<file path="config.mk">
export PLATFORM = sky130hd
export DESIGN_NAME = rv_decode_stage
export DESIGN_NICKNAME = d
export VERILOG_FILES = /design/src/rtl/rv_decode_stage.sv
export SDC_FILE = /design/constraint.sdc
export NUM_CORES = 1
export LEC_CHECK = 0
export ABC_AREA = 1
export BUFFER_PORTS_ARGS = -buffer_cell sky130_fd_sc_hd__buf_2
export CORE_MARGIN = 3
export CORE_UTILIZATION = 53
export CTS_BUF_LIST = sky130_fd_sc_hd__clkbuf_8
export DETAILED_ROUTE_END_ITERATION = 8
export GPL_TIMING_DRIVEN = 0
export PLACE_DENSITY = 0.82
export SYNTH_ARGS = -nofsm -noshare
export SYNTH_HDL_FRONTEND = slang
export SYNTH_SLANG_ARGS = --single-unit
</file>
<file path="constraint.sdc">
create_clock -name clk -period 2.1 [get_ports clk]
set_input_delay 0.42 -clock clk [delete_from_list [all_inputs] [get_ports clk]]
set_output_delay 0.42 -clock clk [all_outputs]
set_load 0.02 [all_outputs]
</file>
<file path="src/rtl/rv_decode_stage.sv">
// Registered RV32IM decode stage (csrrw-IO, lui, R-type incl. M, I-type ALU) between fetch and EX.
// Latency: 1 cycle from accept to out_valid; mul-class entries stall fetch for MUL_LAT-1 cycles after EX takes them.
// Backpressure: in_ready drops while the output register is held (out_valid && !out_ready) or during MUL_WAIT.
// Optional: define DECODE_ILLEGAL_CNT_EN to add a saturating illegal_cnt output.
module rv_decode_stage #(
  parameter int          NUM_IO  = 2,
  parameter logic [11:0] IO_BASE = 12'hF00,
  parameter int          MUL_LAT = 2
) (
  input  logic        clk,
  input  logic        rst_n,
  input  logic        in_valid,
  output logic        in_ready,
  input  logic [31:0] instr,
  input  logic        flush,
  output logic        out_valid,
  input  logic        out_ready,
  output logic [3:0]  aluop,
  output logic        alusrc,
  output logic [1:0]  regsel,
  output logic        regwrite,
  output logic        gpio_we,
  output logic [2:0]  io_idx,
  output logic [4:0]  rd,
  output logic [4:0]  rs1,
  output logic [4:0]  rs2,
  output logic [31:0] imm,
`ifdef DECODE_ILLEGAL_CNT_EN
  output logic [15:0] illegal_cnt,
`endif
  output logic        illegal
);

  localparam logic [3:0] ALU_AND   = 4'b0000;
  localparam logic [3:0] ALU_OR    = 4'b0001;
  localparam logic [3:0] ALU_XOR   = 4'b0010;
  localparam logic [3:0] ALU_ADD   = 4'b0011;
  localparam logic [3:0] ALU_SUB   = 4'b0100;
  localparam logic [3:0] ALU_MUL   = 4'b0101;
  localparam logic [3:0] ALU_MULH  = 4'b0110;
  localparam logic [3:0] ALU_MULHU = 4'b0111;
  localparam logic [3:0] ALU_SLL   = 4'b1000;
  localparam logic [3:0] ALU_SRL   = 4'b1001;
  localparam logic [3:0] ALU_SRA   = 4'b1010;
  localparam logic [3:0] ALU_SLT   = 4'b1100;
  localparam logic [3:0] ALU_SLTU  = 4'b1101;

  localparam logic [12:0] NIO          = 13'(NUM_IO);
  localparam logic [2:0]  NIO3         = 3'(NUM_IO);
  localparam logic [3:0]  MUL_CNT_INIT = 4'(MUL_LAT - 1);
  localparam bit          MUL_MULTI    = (MUL_LAT > 1);

  typedef enum logic {IDLE, MUL_WAIT} state_t;

  state_t      state_q, state_d;
  logic [3:0]  cnt_q, cnt_d;

  logic [6:0]  opcode;
  logic [2:0]  funct3;
  logic [6:0]  funct7;
  logic [12:0] csr_off;
  logic        accept;
  logic        consume;
  logic        mul_q;

  logic [3:0]  d_aluop;
  logic        d_alusrc;
  logic [1:0]  d_regsel;
  logic        d_regwrite;
  logic        d_gpio_we;
  logic [2:0]  d_io_idx;
  logic [31:0] d_imm;
  logic        d_illegal;

  assign opcode  = instr[6:0];
  assign funct3  = instr[14:12];
  assign funct7  = instr[31:25];
  // 13-bit subtraction: addresses below IO_BASE wrap to a huge offset and fall outside both windows
  assign csr_off = {1'b0, instr[31:20]} - {1'b0, IO_BASE};
  assign accept  = in_valid && in_ready && !flush;
  assign consume = out_valid && out_ready && !flush;
  assign mul_q   = (aluop == ALU_MUL) || (aluop == ALU_MULH) || (aluop == ALU_MULHU);

  // Combinational decode of the incoming word; an unsupported encoding becomes a flagged bubble
  always_comb begin
    d_aluop    = ALU_AND;
    d_alusrc   = 1'b0;
    d_regsel   = 2'b00;
    d_regwrite = 1'b0;
    d_gpio_we  = 1'b0;
    d_io_idx   = 3'd0;
    d_imm      = {{20{instr[31]}}, instr[31:20]};
    d_illegal  = 1'b1;
    case (opcode)
      7'h73: begin
        if (funct3 == 3'b001) begin
          if (csr_off < NIO) begin
            d_regwrite = 1'b1;
            d_io_idx   = csr_off[2:0];
            d_illegal  = 1'b0;
          end else if (csr_off < (NIO << 1)) begin
            d_gpio_we = 1'b1;
            d_io_idx  = csr_off[2:0] - NIO3;
            d_illegal = 1'b0;
          end
        end
      end
      7'h37: begin
        d_regsel   = 2'b01;
        d_regwrite = 1'b1;
        d_imm      = {instr[31:12], 12'h000};
        d_illegal  = 1'b0;
      end
      7'h33: begin
        d_regsel   = 2'b10;
        d_regwrite = 1'b1;
        d_illegal  = 1'b0;
        case ({funct7, funct3})
          {7'h00, 3'b000}: d_aluop = ALU_ADD;
          {7'h00, 3'b001}: d_aluop = ALU_SLL;
          {7'h00, 3'b010}: d_aluop = ALU_SLT;
          {7'h00, 3'b011}: d_aluop = ALU_SLTU;
          {7'h00, 3'b100}: d_aluop = ALU_XOR;
          {7'h00, 3'b101}: d_aluop = ALU_SRL;
          {7'h00, 3'b110}: d_aluop = ALU_OR;
          {7'h00, 3'b111}: d_aluop = ALU_AND;
          {7'h20, 3'b000}: d_aluop = ALU_SUB;
          {7'h20, 3'b101}: d_aluop = ALU_SRA;
          {7'h01, 3'b000}: d_aluop = ALU_MUL;
          {7'h01, 3'b001}: d_aluop = ALU_MULH;
          {7'h01, 3'b011}: d_aluop = ALU_MULHU;
          default:         d_illegal = 1'b1;
        endcase
      end
      7'h13: begin
        d_alusrc   = 1'b1;
        d_regsel   = 2'b10;
        d_regwrite = 1'b1;
        d_illegal  = 1'b0;
        case (funct3)
          3'b000: d_aluop = ALU_ADD;
          3'b010: d_aluop = ALU_SLT;
          3'b011: d_aluop = ALU_SLTU;
          3'b100: d_aluop = ALU_XOR;
          3'b110: d_aluop = ALU_OR;
          3'b111: d_aluop = ALU_AND;
          3'b001: begin
            if (funct7 == 7'h00) d_aluop = ALU_SLL;
            else                 d_illegal = 1'b1;
          end
          default: begin
            if (funct7 == 7'h00)      d_aluop = ALU_SRL;
            else if (funct7 == 7'h20) d_aluop = ALU_SRA;
            else                      d_illegal = 1'b1;
          end
        endcase
      end
      default: d_illegal = 1'b1;
    endcase
    // Illegal entries must not write anything downstream
    if (d_illegal) begin
      d_aluop    = ALU_AND;
      d_alusrc   = 1'b0;
      d_regsel   = 2'b00;
      d_regwrite = 1'b0;
      d_gpio_we  = 1'b0;
      d_io_idx   = 3'd0;
    end
  end

  // Output register: load on accept, hold while EX stalls, drop on consume or flush
  always_ff @(posedge clk) begin
    if (!rst_n) begin
      out_valid <= 1'b0;
      aluop     <= 4'd0;
      alusrc    <= 1'b0;
      regsel    <= 2'b00;
      regwrite  <= 1'b0;
      gpio_we   <= 1'b0;
      io_idx    <= 3'd0;
      rd        <= 5'd0;
      rs1       <= 5'd0;
      rs2       <= 5'd0;
      imm       <= 32'd0;
      illegal   <= 1'b0;
    end else if (flush) begin
      out_valid <= 1'b0;
    end else if (accept) begin
      out_valid <= 1'b1;
      aluop     <= d_aluop;
      alusrc    <= d_alusrc;
      regsel    <= d_regsel;
      regwrite  <= d_regwrite;
      gpio_we   <= d_gpio_we;
      io_idx    <= d_io_idx;
      rd        <= instr[11:7];
      rs1       <= instr[19:15];
      rs2       <= instr[24:20];
      imm       <= d_imm;
      illegal   <= d_illegal;
    end else if (out_ready) begin
      out_valid <= 1'b0;
    end
  end

  // Multiply sequencer state register
  always_ff @(posedge clk) begin
    if (!rst_n) begin
      state_q <= IDLE;
      cnt_q   <= 4'd0;
    end else begin
      state_q <= state_d;
      cnt_q   <= cnt_d;
    end
  end

  // Multiply sequencer next state and fetch backpressure; flush overrides a pending mul handshake
  always_comb begin
    state_d = state_q;
    cnt_d   = cnt_q;
    if (flush) begin
      state_d = IDLE;
      cnt_d   = 4'd0;
    end else begin
      case (state_q)
        IDLE: begin
          if (MUL_MULTI && consume && mul_q) begin
            state_d = MUL_WAIT;
            cnt_d   = MUL_CNT_INIT;
          end
        end
        MUL_WAIT: begin
          if (cnt_q <= 4'd1) begin
            state_d = IDLE;
            cnt_d   = 4'd0;
          end else begin
            cnt_d = cnt_q - 4'd1;
          end
        end
        default: begin
          state_d = IDLE;
          cnt_d   = 4'd0;
        end
      endcase
    end
    in_ready = (state_q == IDLE) && (!out_valid || out_ready);
  end

`ifdef DECODE_ILLEGAL_CNT_EN
  // Saturating count of illegal entries actually taken by EX; survives flush
  always_ff @(posedge clk) begin
    if (!rst_n) begin
      illegal_cnt <= 16'd0;
    end else if (consume && illegal && (illegal_cnt != 16'hFFFF)) begin
      illegal_cnt <= illegal_cnt + 16'd1;
    end
  end
`endif

endmodule
</file>
Word-level counts from Yosys, hierarchy flattened
Cells that the tools add are included.
{ "classes": {"n_eq_ne": 27, "magnitude_cmp": 3, "n_mux": 43, "n_bitwise": 3, "n_addsub": 3, "reduce_logical": 21} }
{ "op_table": {"columns": ["op", "count"], "rows": [
  ["case mux 4 bit (12 select lines)", 1],
  ["equality test 10 x 3 -> 1 bit (second input constant)", 4],
  ["2-to-1 mux 31 bit", 1],
  ["equality test 10 x 4 -> 1 bit (second input constant)", 3],
  ["case mux 4 bit (7 select lines)", 1],
  ["2-to-1 mux 4 bit", 6],
  ["equality test 7 x 6 -> 1 bit (second input constant)", 3],
  ["2-to-1 mux 1 bit", 21],
  ["equality test 10 x 2 -> 1 bit (second input constant)", 2],
  ["equality test 10 x 9 -> 1 bit (second input constant)", 2],
  ["case mux 4 bit (2 select lines)", 2],
  ["2-to-1 mux 3 bit", 5],
  ["< comparator 13 x 2 -> 1 bit (second input constant)", 1],
  ["< comparator 13 x 3 -> 1 bit (second input constant)", 1],
  ["OR reduction 13 bit", 1],
  ["subtractor 12 x 12 -> 13 bit (second input constant)", 1],
  ["equality test 4 x 3 -> 1 bit (second input constant)", 3],
  ["equality test 10 x 1 -> 1 bit (second input constant)", 1],
  ["logical NOT 10 bit", 1],
  ["equality test 3 bit (second input constant)", 3],
  ["equality test 7 x 5 -> 1 bit (second input constant)", 1],
  ["equality test 7 bit (second input constant)", 1],
  ["logical NOT 7 bit", 1],
  ["equality test 3 x 2 -> 1 bit (second input constant)", 2],
  ["other kinds (19)", 32]
]} }
{ "totals": {"register_bits": 66, "out_inout_bits": 62, "in_bits": 37, "elab_cells": 114} }

Longest topological paths before layout
Gate-level depths: netlist of the first run.
{ "depth": {"depth_word": 7, "depth_mapped": 13, "ltp_nobuf": 12} }

Worst setup path before layout of the first run
No wires, ideal clock.
{ "synth_timing": {"path_kind": "input to register", "start": "input port instr[28]", "end": "register alusrc", "required_ns": 2.030, "stages": 11, "setup_time_ns": 0.070, "slack_ns": 0.486, "t_arrival_ns": 1.544, "path_buffers": 0, "cell_sequence": "inv_1 -> ha_1 -> nor2_1 -> nand3b_1 -> nor2_2 -> o211ai_1 -> nand2_1 -> inv_2 -> nor2_4 -> nand3_1 -> a21oi_1"} }
{ "synth_via": {"elab_chain_len": 7, "elab_cells_between_ends": 29, "classes_between": "add/sub: 1; order compare: 2; eq/ne: 13; mux: 10; reduce/logical: 3"} }
{ "synth_lines": {"columns": ["element", "line_no", "rtl"], "rows": [
  ["start: declaration", "14", "input logic [31:0] instr,"],
  ["subtractor 12 x 12 -> 13 bit", "79", "assign csr_off = {1'b0, instr[31:20]} - {1'b0, IO_BASE};"],
  ["< comparator 13 x 3 -> 1 bit", "101", "end else if (csr_off < (NIO << 1)) begin"],
  ["2-to-1 mux 1 bit", "101", null],
  ["2-to-1 mux 1 bit", "97", "if (csr_off < NIO) begin"],
  ["2-to-1 mux 1 bit", "96", "if (funct3 == 3'b001) begin"],
  ["case mux 1 bit (4 select lines) *", "94", "case (opcode)"],
  ["2-to-1 mux 1 bit *", "161", "if (d_illegal) begin"],
  ["end signal: assignment", "191", "alusrc <= d_alusrc;"],
  ["end: declaration", "19", "output logic alusrc,"]
]} }
Every way passes the cells marked *; elsewhere a longest branch is shown, timed or not.
A chain may end at the register's enable or synchronous reset.

Worst setup path in the final report of the first run
{ "layout_timing": {"start": "register out_valid", "end": "register imm[30]"} }
{ "layout_via": {"elab_chain_len": 6} }
{ "layout_lines": {"columns": ["element", "line_no", "rtl"], "rows": [
  ["start: declaration", "16", "output logic out_valid,"],
  ["start signal: assignment", "174", "out_valid <= 1'b0;"],
  ["start signal: assignment", "187", "out_valid <= 1'b0;"],
  ["start signal: assignment", "189", "out_valid <= 1'b1;"],
  ["logical NOT 1 bit", "246", "in_ready = (state_q == IDLE) && (!out_valid || out_ready);"],
  ["logical OR 1 bit", "246", null],
  ["logical AND 1 bit", "246", null],
  ["logical AND 1 bit (2 in series)", "80", "assign accept = in_valid && in_ready && !flush;"],
  ["AND reduction 2 bit (no source line)", null, null],
  ["end signal: assignment", "199", "imm <= d_imm;"],
  ["end: declaration", "27", "output logic [31:0] imm,"]
]} }
No other way between the ends.

==> results of run 1 <==
## cells by family (layout without fill, tap and decap cells)
| group | count (synthesis) | in the layout | synth area share |
|---|---|---|---|
| compound gates | 102 | 102 | 0.168 |
| buf+inv | 72 | 185 | 0.0894 |
| simple gates | 228 | 228 | 0.306 |
| fa+ha+maj | 5 | 5 | 0.0196 |
| xor+xnor | 1 | 1 | 0.00275 |
| flops | 66 | 66 | 0.414 |
## stage by stage
stage	worst slack [ps]	hold WS, ps	utilization	instance area [µm²]	total power, µW
floorplan	486	457	-	3190	1560
global placement	67.5	448	0.664	3770	1710
detailed placement	107	452	0.664	3770	1710
CTS	382	307	0.701	3980	2820
global route	187	313	0.701	3980	2930
finish	380	317	0.701	3980	2810
## tightest hold or removal path: cells and delay by family
family / cells / cell delay, ps
buffers and inverters: 2 / 150
and+or+nand+nor: 1 / 60
## cell type report
type	instances	area [µm²]	area share
Clock inverter	5	60.1	0.0151
Tap cell	72	90.1	0.0226
Timing Repair Buffer	97	485	0.122
Sequential cell	66	1320	0.332
Buffer	21	93.8	0.0236
Clock buffer	11	151	0.0381
Multi-Input combinational cell	336	1580	0.398
Inverter	51	191	0.0481
## state kept, by name, summed over array words and instances, names as in the netlist
register	flops
regsel	2
regwrite	1
io_idx	3
alusrc	1
out_valid	1
cnt_q	4
rd	5
rs2	5
aluop	4
gpio_we	1
state_q	1
illegal	1
rs1	5
imm	32
## cell usage in the layout, fill, tap and decap left out, drive strengths merged, types with 4 or more instances in the layout
master / count
a21oi: 81
nor2: 51
buf: 103
nand2: 135
nand4: 7
inv: 53
clkbuf: 26
ha: 5
o21ai: 10
o211ai: 4
nand3: 30
dfxtp: 66
## worst paths after layout
path                            cells past startpoint         to  slack [ps]
worst min-delay path                                3  io_idx[2]         320
worst min register to register                      2      rd[2]         460
worst max register to register                     10    imm[30]         380
worst max-delay path                               10    imm[30]         380
## power by group
| part | internal (µW) | switching [µW] |
|---|---|---|
| clock | 619 | 502 |
| combinational | 114 | 256 |
| sequential | 1300 | 22.6 |
## metal layers
metal / up-vias / global-route usage / part of all wire
met5: - / 0 / 0
met4: 0 / 0.0804 / 0.013
met3: 17 / 0.0602 / 0.092
met2: 180 / 0.424 / 0.46
met1: 1619 / 0.358 / 0.44
li1: 1744 / - / -
==> results.json, run 1 <==
{
  "leakage_uw": 0.00190,
  "n_fill_cell": 512,
  "tightest_slew_ps": 556,
  "maxCapViolations": 0,
  "diodes": 0,
  "start_util": 0.562,
  "fin_tns_setup_ps": 0,
  "synth_top_cell_by_area": "dfxtp_1",
  "cp_top_family": "simple AND/OR/NAND/NOR gates",
  "cts_made_buffers": 9,
  "row_count": 27,
  "synth_most_common_cell": "nand2_1",
  "hold_buffers": 0,
  "path_clk_slew_ps": 80,
  "ctsResizeCount": 0,
  "grtUsageTotal": 0.266,
  "tritoncts": "yes",
  "cp_slowest_cell": "dfxtp_1",
  "synthArstFlopShare": 0,
  "vias_per_cell": 5.40,
  "endpoint_kind": "flip-flop",
  "overflow": 0,
  "rsz0062_at_grt": "false",
  "gp_congestion": 0.923,
  "yosys-top-cells-count": "nand2_1 (134), a21oi_1 (81), dfxtp_1 (66)",
  "netlist_instances": 474,
  "firstDrtPassIters": 5,
  "clk_latency_ps": 340,
  "critical_path_arrival_ps": 1980,
  "core-area_um2": 5680,
  "skew_ps": 6.88,
  "cts_buffer_depth": 2,
  "antenna_found_initial": 0,
  "ir_worst_vdd_mv": 0.502,
  "syn_area_um2": 3190,
  "cp_max_fo": 10,
  "post_cts_buffers": 0,
  "drive_above_1_share": 0.237,
  "cp_num_buf_inv": 3,
  "hp-class": "primary input to flip-flop",
  "synth_flop_cell": "dfxtp_1",
  "cp-start-kind": "flip-flop",
  "dieArea_um2": 6990,
  "die_w_um": 83.6,
  "synth_edf_count": 0,
  "num_vias": 3560,
  "yosysTopAreaCellShare": 0.414,
  "grt_pass1_wl_um": 15300,
  "slew_headroom": 0.630,
  "cts_sinks": 66,
  "max_freq_mhz": 581,
  "cts_max_level": 3,
  "crit_start": "out_valid",
  "area_growth_pct": 24.7,
  "worstPathCellList": "inv_1, nor2_1, nor2_4, nand3_4, inv_2, nand2_2, nor2_4, buf_6, a21oi_1, a21oi_1",
  "cts_root_buf": "clkbuf_8",
  "required_ps": 2360,
  "hp-start": "rst_n",
  "final_cells": 659,
  "setup_viol": 0,
  "grt_max_degree": 13,
  "p_per_area_nw_per_um2": 707,
  "path_class": "flip-flop to flip-flop",
  "io_pins": 99,
  "synth.avg_cell_area_um2": 6.73,
  "wl_per_cell_um": 14.2,
  "nNetsFinal": 624,
  "drt_iter0_drc": 256,
  "wl_um": 9380,
  "min_period_ps": 1720,
  "max_stage_delay_ps": 320,
  "ys_ff_latch": 66,
  "postRouteAntennaNets": 0,
  "placed_cells": 643,
  "seq_area_frac_synth": 0.414,
  "status": "complete, no violations",
  "yosysWarnings": 0,
  "grt_pass1_vias": 3163,
  "maxSlewViolCount": 0,
  "r2r_start": "out_valid",
  "synth_area_leaders": "dfxtp_1 (41%), nand2_1 (16%), a21oi_1 (13%), nor2_1 (5.1%), inv_1 (4.7%)",
  "finalCritPeriodShare": 0.819,
  "hpwlAfterDp_um": 7130,
  "route.detailed.drc": 0,
  "ys_types": 30,
  "hold_viol": 0,
  "synth_nets": 516,
  "die_y_um": 83.6,
  "portBuffers": 97
}
Note: power is estimated with default switching activity, not from simulation.
==> inputs of run 2 (changes only) <==
--- a/config.mk
+++ b/config.mk
@@ -5,10 +5,10 @@
 export SDC_FILE = /design/constraint.sdc
 export NUM_CORES = 1
 export LEC_CHECK = 0
-export ABC_AREA = 1
+export ABC_AREA = 0
 export BUFFER_PORTS_ARGS = -buffer_cell sky130_fd_sc_hd__buf_2
 export CORE_MARGIN = 3
-export CORE_UTILIZATION = 53
+export CORE_UTILIZATION = 52
 export CTS_BUF_LIST = sky130_fd_sc_hd__clkbuf_8
 export DETAILED_ROUTE_END_ITERATION = 8
 export GPL_TIMING_DRIVEN = 0
==> constraint.sdc (replaced) <==
create_clock -name clk -period 1.6 [get_ports clk]
set_input_delay 0.32 -clock clk [delete_from_list [all_inputs] [get_ports clk]]
set_output_delay 0.32 -clock clk [all_outputs]
set_load 0.02 [all_outputs]
==> run 2 against run 1 <==
  * The flow now finishes with violations (setup timing)
  * Flip-flop and latch count stayed put
  * Die area is 2.6% lower
  * Setup slack worse by 430 ps
  * Power is 34% higher
  * Largest power group unchanged
  * Sequential share of layout area hardly changed
==> results.json, run 2 <==
{
  "status": "complete, but fails checks",
  "violations": "setup timing",
  "vias_per_cell": 5.69,
  "hp-class": "primary input to flip-flop",
  "wl_um": 9140,
  "p_per_area_nw_per_um2": 939,
  "row_count": 27,
  "die_w_um": 82.5,
  "num_vias": 3254,
  "yosysTopAreaCellShare": 0.434,
  "netlist_instances": 380,
  "cp-start-kind": "flip-flop",
  "yosys-top-cells-count": "dfxtp_1 (66), nand2_1 (61), a21oi_1 (47)",
  "leakage_uw": 0.00174,
  "postRouteAntennaNets": 0,
  "yosysWarnings": 0,
  "grt_max_degree": 13,
  "io_pins": 99,
  "critical_path_arrival_ps": 1940,
  "setup_viol": 4,
  "r2r_start": "state_q",
  "seqPwrFrac": 0.464,
  "synth_edf_count": 0,
  "switching_share": 0.287,
  "cts_max_level": 3,
  "synth_flop_cell": "dfxtp_1",
  "power.internal_uw": 2680,
  "drt_iter0_drc": 146,
  "synth.avg_cell_area_um2": 8.00,
  "synth_nets": 422,
  "min_period_ps": 1650,
  "dieArea_um2": 6800,
  "clockPowerShare": 0.386,
  "required_ps": 1880,
  "combPwrFrac": 0.150,
  "max_freq_mhz": 605,
  "route.detailed.drc": 0,
  "synth_top_cell_by_area": "dfxtp_1",
  "final_cell_mix": "buf_2 (98), dfxtp_1 (62), nand2_1 (61), a21oi_1 (47), o21ai_0 (36)",
  "wl_per_cell_um": 16.0,
  "cp_max_fo": 4,
  "synthArstFlopShare": 0,
  "nNetsFinal": 537,
  "endpoint_kind": "flip-flop",
  "rsz0062_at_grt": "true",
  "cts_sinks": 66,
  "area_growth_pct": 31.6,
  "rr_worst_depth": 5,
  "ir_worst_vdd_mv": 0.569,
  "cts_root_buf": "clkbuf_8",
  "antenna_found_initial": 0,
  "tightest_slew_ps": 500,
  "cp-endpoint": "io_idx[1]",
  "finalCritPeriodShare": 1.03,
  "maxSlewViolCount": 0,
  "cts_made_buffers": 9,
  "total_power_uw": 3760,
  "largest_register_ffs": 32,
  "diodes": 0,
  "gp_congestion": 0.882,
  "clk_latency_ps": 350,
  "n_fill_cell": 469,
  "tritoncts": "yes",
  "syn_area_um2": 3040,
  "grt_pass1_vias": 3006,
  "seq_area_frac_synth": 0.434,
  "layout_commonest_cell": "buf_2",
  "r2r-end": "io_idx[1]",
  "path_class": "flip-flop to flip-flop",
  "skew_ps": 10.3,
  "crit_start": "state_q",
  "synth_most_common_cell": "dfxtp_1",
  "drive_above_1_share": 0.324,
  "grtUsageTotal": 0.272,
  "cts_buffer_depth": 2,
  "firstDrtPassIters": 5,
  "die_y_um": 82.5,
  "synth_area_leaders": "dfxtp_1 (43%), a21oi_1 (7.7%), nand2_1 (7.5%), o21ai_0 (6.3%), a21boi_0 (5.9%)",
  "overflow": 0,
  "portBuffers": 97,
  "top_register": "imm",
  "ys_ff_latch": 66,
  "slew_headroom": 0.666,
  "hold_viol": 0,
  "rrSetupSlack_ps": -50,
  "hold_buffers": 0,
  "maxCapViolations": 0,
  "fin_util": 0.718,
  "ys_types": 45,
  "grt_pass1_wl_um": 14000,
  "start_util": 0.546,
  "core-area_um2": 5570,
  "hpwlAfterDp_um": 6380,
  "switching_power_uw": 1080,
  "path_clk_slew_ps": 80,
  "setup_slack_ps": -53.7
}
-- run 2: cell count changes after synthesis, moves of 7 or more --
cell      previous run  this run
inv_1               40        11
o31ai_1              0         7
nor2_1              43        13
a21boi_0             0        24
o21ai_0              8        38
inv_2               11         0
nand3_1             29        10
clkbuf_1            15        24
nor3_1               1         8
a21oi_1             81        47
and2_1               0        11
nand2_1            134        61
-- run 2: critical path: stages (launching register included) --
cell and delay (ps):
dfxtp_4 340, nand2b_4 140, or3_4 360, or3_4 430, o21ai_1 160, and2_1 150
-- run 2: timing repair --
item / CTS / global route
setup buffers: 6 / 5
pin swaps: 6 / 5
setup endpoints to repair: 53 / 48
cloned: 0 / 0
resized for setup: 18 / 17
-- run 2: routing by layer --
layer	wire [µm]	up-vias	track usage
met5	0	-	0
met4	115	0	0.101
met3	779	16	0.0727
met2	4470	153	0.446
met1	3780	1512	0.340
li1	-	1573	-
-- run 2: worst min path at each step --
stage                   start      end  slack (ps)  cells after the start
finish              instr[11]    rd[4]         230                      3
floorplan           instr[31]  imm[31]         460                      2
detailed placement     rs1[4]   rs1[4]         450                      2
global route        instr[11]    rd[4]         230                      3
global placement       alusrc   alusrc         440                      2
CTS                 instr[19]   rs1[4]         220                      3
-- run 2: area by class of cell --
type	instances	area, µm²	share of cell area
Clock buffer	10	138	0.0344
Multi-Input combinational cell	271	1620	0.404
Clock inverter	6	65.1	0.0162
Sequential cell	66	1330	0.332
Buffer	28	130	0.0325
Timing Repair Buffer	108	577	0.144
Tap cell	72	90.1	0.0225
Inverter	11	58.8	0.0147
-- run 2: stage by stage --
stage	std cells	instance area [µm²]	setup slack (ps)	hold WS (ps)	TNS, ps
floorplan	380	3080	-128	465	-480
global placement	549	3660	-479	439	-11660
detailed placement	549	3660	-474	453	-13710
CTS	569	3930	-131	220	-469
global route	572	4000	-94.9	228	-503
finish	572	4000	-53.7	225	-171
-- run 2: power groups by stage --
stage / Combinational [µW] / Sequential (µW) / Clock [µW]
floorplan: 232 / 1860 / 0
global placement: 514 / 1780 / 0
detailed placement: 526 / 1780 / 0
CTS: 546 / 1740 / 1450
global route: 615 / 1750 / 1520
finish: 562 / 1740 / 1450
-- run 2: logic make-up after synthesis --
family,Yosys count,share of synthesized area
AOI/OAI and AO/OA,136,0.271
xor gates and xnor gates,1,0.00288
adders and majority gates,5,0.0206
buffers and inverters,43,0.0596
DFF,66,0.434
and+or+nand+nor,129,0.211
